**src/rtl/acc_force_collector_if.sv**
```systemverilog
// acc_force_collector_if
//   Bundles the collector's lane-input and merged-output signals.
//   Signal names match the original flat port list of acc_force_collector.
//   Inputs to the collector:
//     in_valid     [NUM_ACC]          per-lane done pulse
//     in_id        [NUM_ACC*ID_W]     lane i id at [i*ID_W +: ID_W], {cell_id, particle}
//     in_force_x/y/z [NUM_ACC*DATA_W] lane i force words, same packing
//     out_ready                       force cache accepts the current entry
//   Outputs from the collector:
//     out_valid, out_id, out_force_x/y/z, out_src (lane index),
//     overflow [NUM_ACC] (sticky drop flags), busy
//   Modports: master = accumulators + force cache side, slave = collector.
interface acc_force_collector_if #(
    parameter int DATA_WIDTH        = 32,
    parameter int PARTICLE_ID_WIDTH = 20,
    parameter int CELL_ID_WIDTH     = 3,
    parameter int NUM_ACC           = 7
);
    localparam int ID_W = 3 * CELL_ID_WIDTH + PARTICLE_ID_WIDTH;

    logic [NUM_ACC-1:0]            in_valid;
    logic [NUM_ACC*ID_W-1:0]       in_id;
    logic [NUM_ACC*DATA_WIDTH-1:0] in_force_x;
    logic [NUM_ACC*DATA_WIDTH-1:0] in_force_y;
    logic [NUM_ACC*DATA_WIDTH-1:0] in_force_z;
    logic                          out_valid;
    logic                          out_ready;
    logic [ID_W-1:0]               out_id;
    logic [DATA_WIDTH-1:0]         out_force_x;
    logic [DATA_WIDTH-1:0]         out_force_y;
    logic [DATA_WIDTH-1:0]         out_force_z;
    logic [2:0]                    out_src;
    logic [NUM_ACC-1:0]            overflow;
    logic                          busy;

    modport master (
        output in_valid, in_id, in_force_x, in_force_y, in_force_z, out_ready,
        input  out_valid, out_id, out_force_x, out_force_y, out_force_z,
               out_src, overflow, busy
    );

    modport slave (
        input  in_valid, in_id, in_force_x, in_force_y, in_force_z, out_ready,
        output out_valid, out_id, out_force_x, out_force_y, out_force_z,
               out_src, overflow, busy
    );
endinterface

```
**src/rtl/acc_force_collector.sv**
```systemverilog
// acc_force_collector
//   Captures the 1-cycle done pulses of NUM_ACC partial force accumulators into
//   per-lane FIFOs and round-robin merges them into one valid/ready stream for
//   the force cache write port. A pulse arriving at a full lane FIFO (with no
//   same-cycle pop of that lane) is dropped and sets that lane's sticky overflow.
//   Ports:
//     clk  clock
//     rst  synchronous, active-high reset
//     bus  acc_force_collector_if.slave (lane inputs, merged output, status)
//   Optional feature: define ACC_FORCE_COLLECTOR_ZERO_FILTER_EN to discard pulses
//   whose three force words are all +/-0.0; such pulses never set overflow.
module acc_force_collector #(
    parameter int DATA_WIDTH        = 32,
    parameter int PARTICLE_ID_WIDTH = 20,
    parameter int CELL_ID_WIDTH     = 3,
    parameter int NUM_ACC           = 7,
    parameter int FIFO_DEPTH        = 4
) (
    input logic                 clk,
    input logic                 rst,
    acc_force_collector_if.slave bus
);
    localparam int ID_W  = 3 * CELL_ID_WIDTH + PARTICLE_ID_WIDTH;
    localparam int PTR_W = $clog2(FIFO_DEPTH);
    localparam int CNT_W = PTR_W + 1;
    localparam int SRC_W = 3;
    localparam int unsigned LANES = NUM_ACC;
    localparam logic [CNT_W-1:0] FULL_COUNT = CNT_W'(FIFO_DEPTH);

    typedef struct packed {
        logic [ID_W-1:0]       id;
        logic [DATA_WIDTH-1:0] fx;
        logic [DATA_WIDTH-1:0] fy;
        logic [DATA_WIDTH-1:0] fz;
    } entry_t;

    entry_t             mem     [NUM_ACC][FIFO_DEPTH];
    logic [PTR_W-1:0]   wr_ptr  [NUM_ACC];
    logic [PTR_W-1:0]   rd_ptr  [NUM_ACC];
    logic [CNT_W-1:0]   count   [NUM_ACC];
    entry_t             lane_in [NUM_ACC];
    entry_t             head    [NUM_ACC];

    logic [NUM_ACC-1:0] non_empty;
    logic [NUM_ACC-1:0] full;
    logic [NUM_ACC-1:0] push_req;
    logic [NUM_ACC-1:0] push;
    logic [NUM_ACC-1:0] drop;
    logic [NUM_ACC-1:0] pop;

    logic               load;
    logic               grant_valid;
    logic [SRC_W-1:0]   grant_idx;
    int unsigned        scan;

    logic [SRC_W-1:0]   rr;
    logic               out_valid_q;
    entry_t             out_entry_q;
    logic [SRC_W-1:0]   out_src_q;
    logic [NUM_ACC-1:0] overflow_q;

    // Lane unpacking, optional zero filtering and FIFO status.
    always_comb begin
        for (int unsigned i = 0; i < LANES; i++) begin
            lane_in[i] = {bus.in_id[i*ID_W +: ID_W],
                          bus.in_force_x[i*DATA_WIDTH +: DATA_WIDTH],
                          bus.in_force_y[i*DATA_WIDTH +: DATA_WIDTH],
                          bus.in_force_z[i*DATA_WIDTH +: DATA_WIDTH]};
`ifdef ACC_FORCE_COLLECTOR_ZERO_FILTER_EN
            // Sign bit ignored: both +0.0 and -0.0 count as zero force.
            push_req[i] = bus.in_valid[i] &&
                          !((lane_in[i].fx[DATA_WIDTH-2:0] == '0) &&
                            (lane_in[i].fy[DATA_WIDTH-2:0] == '0) &&
                            (lane_in[i].fz[DATA_WIDTH-2:0] == '0));
`else
            push_req[i] = bus.in_valid[i];
`endif
            head[i]      = mem[i][rd_ptr[i]];
            non_empty[i] = (count[i] != '0);
            full[i]      = (count[i] == FULL_COUNT);
        end
    end

    // Round-robin arbiter: scan upward starting one past the last granted lane.
    always_comb begin
        load        = !out_valid_q || bus.out_ready;
        grant_valid = 1'b0;
        grant_idx   = '0;
        scan        = 0;
        for (int unsigned k = 1; k <= LANES; k++) begin
            scan = 32'(rr) + k;
            if (scan >= LANES) scan = scan - LANES;
            if (!grant_valid && non_empty[SRC_W'(scan)]) begin
                grant_valid = 1'b1;
                grant_idx   = SRC_W'(scan);
            end
        end
        pop = '0;
        if (load && grant_valid) pop[grant_idx] = 1'b1;
    end

    // A full lane still accepts a push when it is popped in the same cycle.
    always_comb begin
        for (int unsigned i = 0; i < LANES; i++) begin
            push[i] = push_req[i] && (!full[i] || pop[i]);
            drop[i] = push_req[i] && full[i] && !pop[i];
        end
    end

    always_ff @(posedge clk) begin
        for (int unsigned i = 0; i < LANES; i++) begin
            if (push[i]) mem[i][wr_ptr[i]] <= lane_in[i];
        end
    end

    always_ff @(posedge clk) begin
        if (rst) begin
            for (int unsigned i = 0; i < LANES; i++) begin
                wr_ptr[i] <= '0;
                rd_ptr[i] <= '0;
                count[i]  <= '0;
            end
            rr          <= '0;
            out_valid_q <= 1'b0;
            out_entry_q <= '0;
            out_src_q   <= '0;
            overflow_q  <= '0;
        end else begin
            for (int unsigned i = 0; i < LANES; i++) begin
                if (push[i]) wr_ptr[i] <= wr_ptr[i] + 1'b1;
                if (pop[i])  rd_ptr[i] <= rd_ptr[i] + 1'b1;
                if (push[i] && !pop[i])      count[i] <= count[i] + 1'b1;
                else if (!push[i] && pop[i]) count[i] <= count[i] - 1'b1;
            end
            overflow_q <= overflow_q | drop;
            if (load) begin
                out_valid_q <= grant_valid;
                if (grant_valid) begin
                    out_entry_q <= head[grant_idx];
                    out_src_q   <= grant_idx;
                    rr          <= grant_idx;
                end
            end
        end
    end

    assign bus.out_valid   = out_valid_q;
    assign bus.out_id      = out_entry_q.id;
    assign bus.out_force_x = out_entry_q.fx;
    assign bus.out_force_y = out_entry_q.fy;
    assign bus.out_force_z = out_entry_q.fz;
    assign bus.out_src     = out_src_q;
    assign bus.overflow    = overflow_q;
    assign bus.busy        = (|non_empty) || out_valid_q;
endmodule
```
**src/flat_wrapper.sv**
```systemverilog
// flat-port wrapper written by rule: the top's interface ports become plain ports
module acc_force_collector_flat 
#(
    parameter int DATA_WIDTH        = 32,
    parameter int PARTICLE_ID_WIDTH = 20,
    parameter int CELL_ID_WIDTH     = 3,
    parameter int NUM_ACC           = 7,
    parameter int FIFO_DEPTH        = 4
)
  (clk, rst, bus_in_valid, bus_in_id, bus_in_force_x, bus_in_force_y, bus_in_force_z, bus_out_ready, bus_out_valid, bus_out_id, bus_out_force_x, bus_out_force_y, bus_out_force_z, bus_out_src, bus_overflow, bus_busy);
  acc_force_collector_if #(.DATA_WIDTH(DATA_WIDTH), .PARTICLE_ID_WIDTH(PARTICLE_ID_WIDTH), .CELL_ID_WIDTH(CELL_ID_WIDTH), .NUM_ACC(NUM_ACC)) bus_i ();
  input logic clk;
  input logic rst;
  input wire logic [$bits(bus_i.in_valid)-1:0] bus_in_valid;
  input wire logic [$bits(bus_i.in_id)-1:0] bus_in_id;
  input wire logic [$bits(bus_i.in_force_x)-1:0] bus_in_force_x;
  input wire logic [$bits(bus_i.in_force_y)-1:0] bus_in_force_y;
  input wire logic [$bits(bus_i.in_force_z)-1:0] bus_in_force_z;
  input wire logic [$bits(bus_i.out_ready)-1:0] bus_out_ready;
  output wire logic [$bits(bus_i.out_valid)-1:0] bus_out_valid;
  output wire logic [$bits(bus_i.out_id)-1:0] bus_out_id;
  output wire logic [$bits(bus_i.out_force_x)-1:0] bus_out_force_x;
  output wire logic [$bits(bus_i.out_force_y)-1:0] bus_out_force_y;
  output wire logic [$bits(bus_i.out_force_z)-1:0] bus_out_force_z;
  output wire logic [$bits(bus_i.out_src)-1:0] bus_out_src;
  output wire logic [$bits(bus_i.overflow)-1:0] bus_overflow;
  output wire logic [$bits(bus_i.busy)-1:0] bus_busy;
  assign bus_i.in_valid = bus_in_valid;
  assign bus_i.in_id = bus_in_id;
  assign bus_i.in_force_x = bus_in_force_x;
  assign bus_i.in_force_y = bus_in_force_y;
  assign bus_i.in_force_z = bus_in_force_z;
  assign bus_i.out_ready = bus_out_ready;
  assign bus_out_valid = bus_i.out_valid;
  assign bus_out_id = bus_i.out_id;
  assign bus_out_force_x = bus_i.out_force_x;
  assign bus_out_force_y = bus_i.out_force_y;
  assign bus_out_force_z = bus_i.out_force_z;
  assign bus_out_src = bus_i.out_src;
  assign bus_overflow = bus_i.overflow;
  assign bus_busy = bus_i.busy;
  acc_force_collector #(.DATA_WIDTH(DATA_WIDTH), .PARTICLE_ID_WIDTH(PARTICLE_ID_WIDTH), .CELL_ID_WIDTH(CELL_ID_WIDTH), .NUM_ACC(NUM_ACC), .FIFO_DEPTH(FIFO_DEPTH)) u_core (.clk(clk), .rst(rst), .bus(bus_i));
endmodule
```
**config.mk**
```make
export PLATFORM = sky130hd
export DESIGN_NAME = acc_force_collector_flat
export DESIGN_NICKNAME = d
export VERILOG_FILES = /design/src/rtl/acc_force_collector_if.sv /design/src/rtl/acc_force_collector.sv /design/src/flat_wrapper.sv
export SDC_FILE = /design/constraint.sdc
export NUM_CORES = 2
export LEC_CHECK = 0
export CAP_MARGIN = 20
export CELL_PAD_IN_SITES_DETAIL_PLACEMENT = 1
export CELL_PAD_IN_SITES_GLOBAL_PLACEMENT = 2
export CORE_MARGIN = 5
export CORE_UTILIZATION = 40
export CTS_CLUSTER_SIZE = 10
export DETAILED_ROUTE_END_ITERATION = 10
export PLACE_DENSITY = 0.81
export SYNTH_ARGS = -nofsm -noshare
export SYNTH_HDL_FRONTEND = slang
export SYNTH_SLANG_ARGS = --single-unit
export TNS_END_PERCENT = 5
```
**constraint.sdc**
```tcl
create_clock -name clk -period 25.1 [get_ports clk]
set_input_delay 5.02 -clock clk [delete_from_list [all_inputs] [get_ports clk]]
set_output_delay 5.02 -clock clk [all_outputs]
set_load 0.02 [all_outputs]
```
==> impl_results.md <==
- RSZ-0062 raised after global routing: no
- Nets: 8687
- Reg clk slew, reported paths: around 0.060 ns
- DRC: 0
- Antenna-violating nets left: 0
- Synth Register Bits: 3685
- CTS tree: yes
- Clk_lat worst skew: 0.98 ns
- Routed via count: about 77k
- Layout cells sized above 1: 22.5%
- Largest net degree at the start of global routing: 202
- Syn_area_per_cell: 21.6 um2
- NetSw: ~11 mW
- Minimum clock period: about 9.3 ns
- Async set-reset flop share out of synthesis: 0%
- Worst hold path stage count: 2
- Worst-path cell chain: clkdlybuf4s50_1, nand2b_1, o21a_4, o21ai_1, or3_1, a31oi_2, and2_4, buf_4, buf_4
- Setup TNS after final layout: 0 ns
- Vias/cell: 5.96
- GRT Util Overall: between 20 and 30%
- P_leak: 53.0 nW
- Library cells used by synthesis: between 70 and 80
- Post-CTS Resized: 0
- Syn Inst Count: between 6k and 7k
- Uppermost layer routed: met5
- Adder-cell share of the synthesized area: less than 1%
- Slew headroom: ~17%
- Tightest Hold Check Type: register to register
- Crit path DAT: roughly 10 ns
- Fmax: between 100 and 150 MHz
- Synth area leader: edfxtp_1
- Final Hold Vio Count: 0
- Most common cell after layout, fill and taps aside: edfxtp_1
- Critical-path maximum fanout: 52
- Critical path startpoint category: primary input
- Outcome: complete, no violations
- XOR/XNOR Fraction of Synth Area: 0.190%
- Worst r2r src: u_core.rr[0]
- Synth area leaders: edfxtp_1 75%, mux4_2 14%, mux2_2 2.0%
- Crit-path slowest cell: and2_4
- First-pass GRT wire length: about 650 mm
- Final cycle utilization of the critical path: 37.0%
- Cell internal pwr: 14.6 mW
- FF-to-FF End: u_core.bus.out_force_z[30]
- Total CTS buffers: 417
- Top cell family by delay on the critical path: buffers and inverters
- Setup WS pre-CTS: 14.87 ns
- Wire length on met2: 222 mm
- Simple-gate share of the synthesized area: 1.87%
- DP HPWL: approximately 340 mm
- Non-filler cells, final: roughly 13k
- Critical Path Sink Type: register
- Max Cap Violations: 0
- Clock Power Share: about 22%
- Gpl congestion: between 0.9 and 1
- Syn Nets: roughly 7.5k
- Sequential share of power: about a third
- Reg2Reg Depth: 17
- Reg2Reg Setup Slack: 16.39 ns
- Most used cell, CP: buf_4
- Yosys warning total: 0
- Area after DPL: between 150000 and 200000 um2
- Final setup skew: 0.0794 ns
- DRT iter0 DRCs: approximately 10k
- Metal3 WL: ~44 mm
- Max-slew violation count: 0
- IO Pins: approximately 1.0k
- Setup repair bufs after CTS: 0
- Multi-input gate area: between 30000 and 40000 um2
- Vias in the first global route: 78.3k
- Share of the synthesized area in the top cell type: roughly three quarters
- H-tree depth: 5
- Fillers: about 32k
- Req. time, crit path: between 20 and 30 ns
- Hold-fix buffers, CTS: 0
- Initial Utilization: approximately two fifths
- Final WS setup: between 15 and 20 ns
- Crit Path Class: primary input to register
- Syn-to-layout area delta: 19.8%
- WL/cell: 37.4 um
- Die area: 367000 um2
- Post-synth EDFFs: ~3.5k
- Routed WL: 481 mm
- Register area share after synthesis: approximately three quarters
- Hold_sp: u_core.bus.overflow[6]
- WP buf/inv: 3
- Finish-stage setup viols: 0
- Combinational power share: 46.2%
- Cell Count Post-Placement: approximately 12k
- I/O Buffers: around 1.0k
- Die Ht: 606 um
- Met1 wire length: roughly 180 mm
- Final Cell Area: approximately 170000 um2
- Clk sinks: around 3.7k
- Switch share: a little over two fifths
- Row count: about 220
- Core box area: 353000 um2
- Power per standard cell area: between 100 and 150 nW/um2
- Proportion of synthesized area in mux cells: 16.0%
- GRT overflow: 0
- Sequential standard cell area: ~110000 um2
- Peak supply drop: 0.162 mV
- Initial antenna violation count: ~310
- CTS Buffer Depth: 4
- Slowest cell delay on critical path: ~0.89 ns
- Most frequent cells in the layout: 3549 x edfxtp_1, 1021 x clkdlybuf4s50_1, 877 x mux4_2
- Worst Hold Path EP: u_core.bus.overflow[6]
- Worst path depth: 9
- CTS root buffer: clkbuf_16
- Complex-gate fraction of the synthesized area: 3.27%
- Syn Std Cell Area: between 100000 and 150000 um2
- Prevailing post-synth register cell: edfxtp_1
- Worst Max-Slew Pin Slew: 1.24 ns
- Die width: approximately 610 um
- Iteration count of the initial detailed-routing pass: 6
- Main combinational cell family by area after synthesis: multiplexers
cell type report:
cell class                 instances  area share, %
tap                             4730           3.48
antenna                          191          0.281
clock inverter                    40          0.375
multi-input combinational       2455           18.3
inverter                          46          0.104
timing repair buffer            1148           6.64
sequential                      3685           64.2
clock buffer                     557           6.56
power groups by stage:
stage	registers, mW	clock network, mW	logic [mW]
final	8.12	5.49	11.7
after global routing	8.16	5.87	12.1
after CTS	8.11	5.56	11.6
after detailed placement	8.22	0	11.5
after global placement	8.14	0	11.4
after floorplan	8.24	0	6.02
through the flow:
step | power, mW | utilization (%) | hold WS (ns)
after detailed placement | 19.7 | 44.7 | 0.453
final | 25.3 | 48.2 | 0.455
after CTS | 25.3 | 48.0 | 0.460
after floorplan | 14.3 | - | 0.522
after global routing | 26.1 | 48.1 | 0.479
after global placement | 19.5 | 44.7 | 0.461
worst register-to-register path: stages (launching register included):
cell,delay [ns]
dfxtp_1,0.94
ha_1,0.27
inv_1,0.05
ha_1,0.51
nor2b_1,0.19
or4_1,0.50
nand3_1,0.12
o21ai_0,0.18
a2111oi_4,0.65
nand3_1,0.45
a32o_4,0.63
nand2_4,0.73
buf_4,0.67
buf_4,0.74
buf_12,0.62
mux2_2,0.54
o211ai_1,0.63
a31oi_1,0.17
state kept, by name (all words and copies together), names as in the netlist, 7 cells and up:
signal / flops
u_core.mem: 3500
u_core.count: 21
u_core.bus.out_force_z: 32
u_core.rd_ptr: 14
u_core.wr_ptr: 14
u_core.bus.out_force_y: 32
u_core.bus.overflow: 7
u_core.bus.out_id: 29
u_core.bus.out_force_x: 32
Yosys cell counts, types with 5 or more instances:
| cell type | count |
|---|---|
| edfxtp_1 | 3549 |
| mux4_2 | 877 |
| clkbuf_1 | 340 |
| nand3_1 | 258 |
| mux2_2 | 257 |
| o21ai_0 | 253 |
| dfxtp_1 | 136 |
| a31oi_1 | 128 |
| o211ai_1 | 122 |
| a22oi_1 | 119 |
| nand2_1 | 54 |
| inv_1 | 45 |
| buf_2 | 43 |
| ha_1 | 42 |
| and2_1 | 38 |
| nor2_1 | 36 |
| nor3_1 | 30 |
| buf_1 | 19 |
| xnor2_1 | 17 |
| a211oi_1 | 15 |
| a21oi_1 | 13 |
| and3_1 | 13 |
| mux2i_1 | 13 |
| nor4_1 | 13 |
| or3_1 | 13 |
| o31ai_1 | 11 |
| o22ai_1 | 10 |
| nand2b_1 | 9 |
| nand4_1 | 9 |
| o21a_1 | 9 |
| nor2b_1 | 8 |
| fa_1 | 7 |
| or4_1 | 7 |
| xor2_1 | 7 |
| or2_1 | 5 |
worst max-delay path by stage:
stage | start | to
after floorplan | bus_out_ready | u_core.mem[6][0]
final | bus_out_ready | u_core.mem[0][193]
after CTS | bus_out_ready | u_core.mem[0][204]
after global routing | bus_out_ready | u_core.mem[1][447]
after global placement | bus_out_ready | u_core.mem[0][246]
after detailed placement | bus_out_ready | u_core.mem[0][247]
per-layer routing:
layer	GRT usage [%]	vias to the layer above
met5	0	-
met4	16.4	120
met3	6.61	1055
met2	38.5	4186
met1	32.6	41000
li1	-	30300
cells by family (layout without fill, tap and decap cells):
group,after synthesis,after routing
AOI/OAI and AO/OA,720,720
xor gates and xnor gates,27,27
adders and majority gates,49,49
buffers and inverters,454,1791
DFF,3685,3685
muxes,1148,1148
other,0,191
and+or+nand+nor,511,511
Note: power is estimated with default switching activity, not from simulation.
